==> config.mk <==
export PLATFORM = sky130hd
export DESIGN_NAME = clk_period_meter
export DESIGN_NICKNAME = d
export VERILOG_FILES = /design/src/rtl/clk_period_meter.sv
export SDC_FILE = /design/constraint.sdc
export NUM_CORES = 1
export LEC_CHECK = 0
export CORE_MARGIN = 2
export CORE_UTILIZATION = 30
export CTS_BUF_LIST = sky130_fd_sc_hd__clkbuf_4 sky130_fd_sc_hd__clkbuf_8 sky130_fd_sc_hd__clkbuf_16
export DETAILED_ROUTE_END_ITERATION = 8
export PLACE_DENSITY = 0.6
export SLEW_MARGIN = 15
export SYNTH_ARGS = -nofsm -noshare
export SYNTH_HDL_FRONTEND = slang
export SYNTH_SLANG_ARGS = --single-unit
==> constraint.sdc <==
create_clock -name clk_i -period 6.3 [get_ports clk_i]
set_input_delay 1.26 -clock clk_i [delete_from_list [all_inputs] [get_ports clk_i]]
set_output_delay 1.26 -clock clk_i [all_outputs]
set_load 0.01 [all_outputs]
==> src/rtl/clk_period_meter.sv <==
// Measures rise-to-rise period and high time of sig_i in clk_i cycles.
// One start_i request yields one result or a timeout on counter overflow.
module clk_period_meter #(
    parameter int CNT_WIDTH   = 16,
    parameter int SYNC_STAGES = 2
) (
    input  logic                 clk_i,
    input  logic                 arst_i,
    input  logic                 sig_i,
    input  logic                 start_i,
    output logic                 busy_o,
    output logic                 done_o,
    output logic                 timeout_o,
    output logic [CNT_WIDTH-1:0] period_o,
    output logic [CNT_WIDTH-1:0] high_o
);

    typedef enum logic [1:0] {
        IDLE,
        ARM,
        MEAS,
        DONE
    } state_t;

    localparam logic [CNT_WIDTH-1:0] CNT_MAX = '1;
    localparam logic [CNT_WIDTH-1:0] CNT_ONE = CNT_WIDTH'(1);

    state_t                 state_q, state_d;
    logic [SYNC_STAGES-1:0] sync_q;
    logic                   s_d_q;
    logic [CNT_WIDTH-1:0]   cnt_q, cnt_d;
    logic [CNT_WIDTH-1:0]   hcnt_q, hcnt_d;
    logic [CNT_WIDTH-1:0]   period_q, period_d;
    logic [CNT_WIDTH-1:0]   high_q, high_d;
    logic                   timeout_q, timeout_d;
    logic                   s;
    logic                   rise;

    always_ff @(posedge clk_i or posedge arst_i) begin
        if (arst_i) begin
            sync_q <= '0;
            s_d_q  <= 1'b0;
        end else begin
            sync_q[0] <= sig_i;
            for (int i = 1; i < SYNC_STAGES; i++) begin
                sync_q[i] <= sync_q[i-1];
            end
            s_d_q <= s;
        end
    end

    assign s    = sync_q[SYNC_STAGES-1];
    assign rise = s & ~s_d_q;

    // A rise always wins over an overflow on the same cycle.
    always_comb begin
        state_d   = state_q;
        cnt_d     = cnt_q;
        hcnt_d    = hcnt_q;
        period_d  = period_q;
        high_d    = high_q;
        timeout_d = timeout_q;
        unique case (state_q)
            IDLE, DONE: begin
                if (start_i) begin
                    state_d   = ARM;
                    cnt_d     = '0;
                    hcnt_d    = '0;
                    timeout_d = 1'b0;
                end
            end
            ARM: begin
                if (rise) begin
                    state_d = MEAS;
                    cnt_d   = CNT_ONE;
                    hcnt_d  = CNT_ONE;
                end else if (cnt_q == CNT_MAX) begin
                    state_d   = DONE;
                    period_d  = CNT_MAX;
                    high_d    = hcnt_q;
                    timeout_d = 1'b1;
                end else begin
                    cnt_d = cnt_q + CNT_ONE;
                end
            end
            MEAS: begin
                if (rise) begin
                    state_d  = DONE;
                    period_d = cnt_q;
                    high_d   = hcnt_q;
                end else if (cnt_q == CNT_MAX) begin
                    state_d   = DONE;
                    period_d  = CNT_MAX;
                    high_d    = hcnt_q;
                    timeout_d = 1'b1;
                end else begin
                    cnt_d = cnt_q + CNT_ONE;
                    if (s && hcnt_q != CNT_MAX) begin
                        hcnt_d = hcnt_q + CNT_ONE;
                    end
                end
            end
            default: begin
                state_d = IDLE;
            end
        endcase
    end

    always_ff @(posedge clk_i or posedge arst_i) begin
        if (arst_i) begin
            state_q   <= IDLE;
            cnt_q     <= '0;
            hcnt_q    <= '0;
            period_q  <= '0;
            high_q    <= '0;
            timeout_q <= 1'b0;
        end else begin
            state_q   <= state_d;
            cnt_q     <= cnt_d;
            hcnt_q    <= hcnt_d;
            period_q  <= period_d;
            high_q    <= high_d;
            timeout_q <= timeout_d;
        end
    end

    assign busy_o    = (state_q == ARM) || (state_q == MEAS);
    assign done_o    = (state_q == DONE);
    assign timeout_o = timeout_q;
    assign period_o  = period_q;
    assign high_o    = high_q;

endmodule

==> metrics.md <==
| Metric | Value |
|---|---|
| RSZ-0062 raised after global routing | false |
| FF+latch count, synth | 70 |
| Final wirelength | 7970 microns |
| Gr ovfl total | 0 |
| Critical path required time | 6.51 ns |
| Final hold viol count | 0 |
| Max-Cap Viols | 0 |
| Synth Area in Simple Gates | 14.1% |
| Clock Latency Late Sink | 0.32 ns |
| Synth Area in Compound Gates | 23.5% |
| Area leader, netlist | dfrtp_1 |
| Port Buffers | 38 |
| Most common cell after layout, fill and taps aside | dfrtp_1 |
| Mapped Cells | 328 |
| Top cells by area, synth | dfrtp_1 50%, mux2_2 5.5%, a31oi_1 4.9% |
| Post-layout minimum cycle time | 3.49 ns |
| Worst-path clk slew | 0.06 ns |
| Critical path start-end classification | in -> reg |
| Post-Syn Area | 3480 sq um |
| Placed cell area | 3970 sq um |
| Combinational family with the most area after synthesis | compound AO/OA/AOI/OAI gates |
| Total iterations of the first detailed-routing run | 5 |
| Post-CTS Hold Buffers | 0 |
| Post-DR wirelength/cell | 15.6 microns |
| Setup crit start kind | primary input |
| Commonest cells after routing, fill and taps aside | 70 x dfrtp_1, 38 x clkdlybuf4s50_1, 27 x a31oi_1, 19 x o22a_1, 18 x nand2_1 |
| Cell area after layout | 4240 sq um |
| Post-synthesis sequential area ratio | 50.4% |
| Via/cell ratio | 5.38 |
| Peak VDD IR | 0.233 mV |
| Final weighted congestion in routability-driven placement | 0.825 |
| CTS Root Buffer Type | clkbuf_16 |
| Resized Gates After CTS | 0 |
| Core ar. | 11400 sq um |
| Initial Util | 30.6% |
| Initial antenna violation count | 0 |
| Post-Synth Adder-Cell Area | 2.16% |
| Xor-xnor portion of the synthesized cell area | 0% |
| Multi-input logic area | 1590 sq um |
| Num CTS Buffers | 9 |
| Crit end category | register |
| Final HPWL DP | 5400 microns |
| Setup Skew | 0.00601 ns |
| Post-CTS setup buffer count | 0 |
| # setup viols final | 0 |
| Relative slew slack | 40.1% |
| Setup TNS | 0 ns |
| CTS sink cnt | 70 |
| Avg Inst Size Synth | 10.6 sq um |
| CTS tree | yes |
| Vias in the first global route | 2760 |
| Int Pwr | 0.00103 W |
| NetSw | 0.000504 W |
| # IOs | 39 |
| Switching Fraction | 32.8% |
| Leakage Power | 1.78 nW |
| Storage cell area | 1750 sq um |
| Multiplexer area fraction after synthesis | 6.08% |
| Drc violations | 0 |
| Max-slew violations | 0 |
| Share of layout cells above drive strength 1 | 12.5% |
| Die width | 112 microns |
| Status | finished clean |
| N_diodes | 0 |
| Net Count, Synth | 338 |
| Clock Power Share | 29.7% |
| Yosys Warn Count | 0 |
| Clock buffer depth | 2 |
| Worst hold path class | reg -> reg |
| First-pass GRT wire length | 13800 microns |
| Max Fclk | 287 MHz |
| Seq pwr share | 37.6% |
| Row count | 39 |
| Final #Nets | 373 |
| Fillers | 1161 |
| Pwr dens | 362 nW/um^2 |
| Least-Margin Pin Slew | 0.897 ns |
| CTS H-tree lvls | 3 |
| Largest net degree at the start of global routing | 71 |
| Top-area cell type share of the netlist area | 50.4% |
| Final Cycle Share | 55.4% |
| Die height | 112 microns |
| Combinational power share | 32.7% |
| Crit path setup slack, layout | 2.81 ns |
| Area Growth Syn to Fin | 22.0% |
| Overall routing resource usage | 13.6% |
| Total number of vias | 2748 |
| Critical path data arrival time | 3.70 ns |
| Synth cell types | 49 |
| Number of routed nets with antenna violations | 0 |
| Crit-path max FO | 12 |
| Drt initial violations | 186 |
| Die area | 12500 sq um |
| Worst slack, placed | 2.50 ns |
==> routing by layer <==
layer	wire, microns	global-route usage (%)	vias up
met5	0	0	-
met4	68	4.44	0
met3	376	4.14	5
met2	3780	21.6	71
met1	3740	17.9	1352
li1	-	-	1320
==> layout make-up <==
type                       count  share of cell area (%)
inverter                      12                    1.06
multi-input combinational    229                    37.6
timing repair buffer          41                    9.49
clock buffer                  11                    5.81
tap                          143                    4.22
sequential                    70                    41.3
clock inverter                 5                   0.590
==> state kept, by name, indices dropped and copies added (netlist names) <==
name	flops
timeout_o	1
period_o	16
hcnt_q	16
sync_q	2
s_d_q	1
high_o	16
cnt_q	16
state_q	2
==> power by group through the flow <==
stage / Clock [W] / Combinational (W) / Sequential, W
2_1_floorplan: 0 / 0.000312 / 0.000598
3_3_place_gp: 0 / 0.000496 / 0.000585
3_5_place_dp: 0 / 0.000504 / 0.000589
4_1_cts: 0.000471 / 0.000507 / 0.000581
5_1_grt: 0.000493 / 0.000553 / 0.000594
6_report: 0.000456 / 0.000502 / 0.000579
==> stage by stage <==
step	hold WS (ns)	util, %	std cells	total power (W)
after global routing	0.363	37.3	511	0.00164
after floorplan	0.331	-	328	0.000910
after CTS	0.352	37.3	511	0.00156
after detailed placement	0.340	34.9	495	0.00109
final	0.348	37.3	511	0.00154
after global placement	0.338	34.9	495	0.00108
==> worst max-delay path: stages <==
cell             delay (ns)
clkdlybuf4s50_1        0.50
nor2b_1                0.09
a21o_1                 0.33
a31oi_1                0.32
a21boi_1               0.78
mux2_2                 0.41
==> path summary, 6_finish.rpt <==
kind	from	to	slack, ns	cells past startpoint
max	start_i	hcnt_q[0]$_DFFE_PP0P_	2.81	6
max in group asynchronous	arst_i	period_o[14]$_DFFE_PP0P_	4.20	3
min reg2reg	sync_q[0]$_DFF_PP0_	sync_q[1]$_DFF_PP0_	0.35	0
min	sync_q[0]$_DFF_PP0_	sync_q[1]$_DFF_PP0_	0.35	0
max reg2reg	state_q[0]$_DFFE_PP0P_	hcnt_q[0]$_DFFE_PP0P_	3.23	7
min in group asynchronous	arst_i	high_o[7]$_DFFE_PP0P_	1.51	3
==> cell families (layout without fill, tap and decap cells) <==
| kind of cell | Yosys count | count (layout) |
|---|---|---|
| mux | 19 | 19 |
| compound gates | 116 | 116 |
| fa+ha+maj | 6 | 6 |
| buf+inv | 29 | 69 |
| flops | 70 | 70 |
| simple gates | 88 | 88 |
==> synth_stat cells, drive strengths merged <==
library cell	number
a21o	7
o2bb2ai	2
o22ai	1
buf	6
inv	12
o211ai	6
nand4	6
and2	5
a31oi	27
a21oi	19
mux2i	2
nor2b	5
o22a	19
a32o	1
o21ai	18
and4	5
o2111ai	1
or3	3
a211o	2
ha	6
nand3	12
a2bb2oi	1
o21a	6
nand3b	1
o31a	2
a2111oi	1
clkbuf	11
o21ba	1
dfrtp	70
nor3	5
nor4b	1
nor4	2
a21boi	1
nand2	19
nand2b	1
o31ai	1
and3	10
mux2	17
or4	2
or2	1
nor2	10
Power figures use the tool's default switching activity.
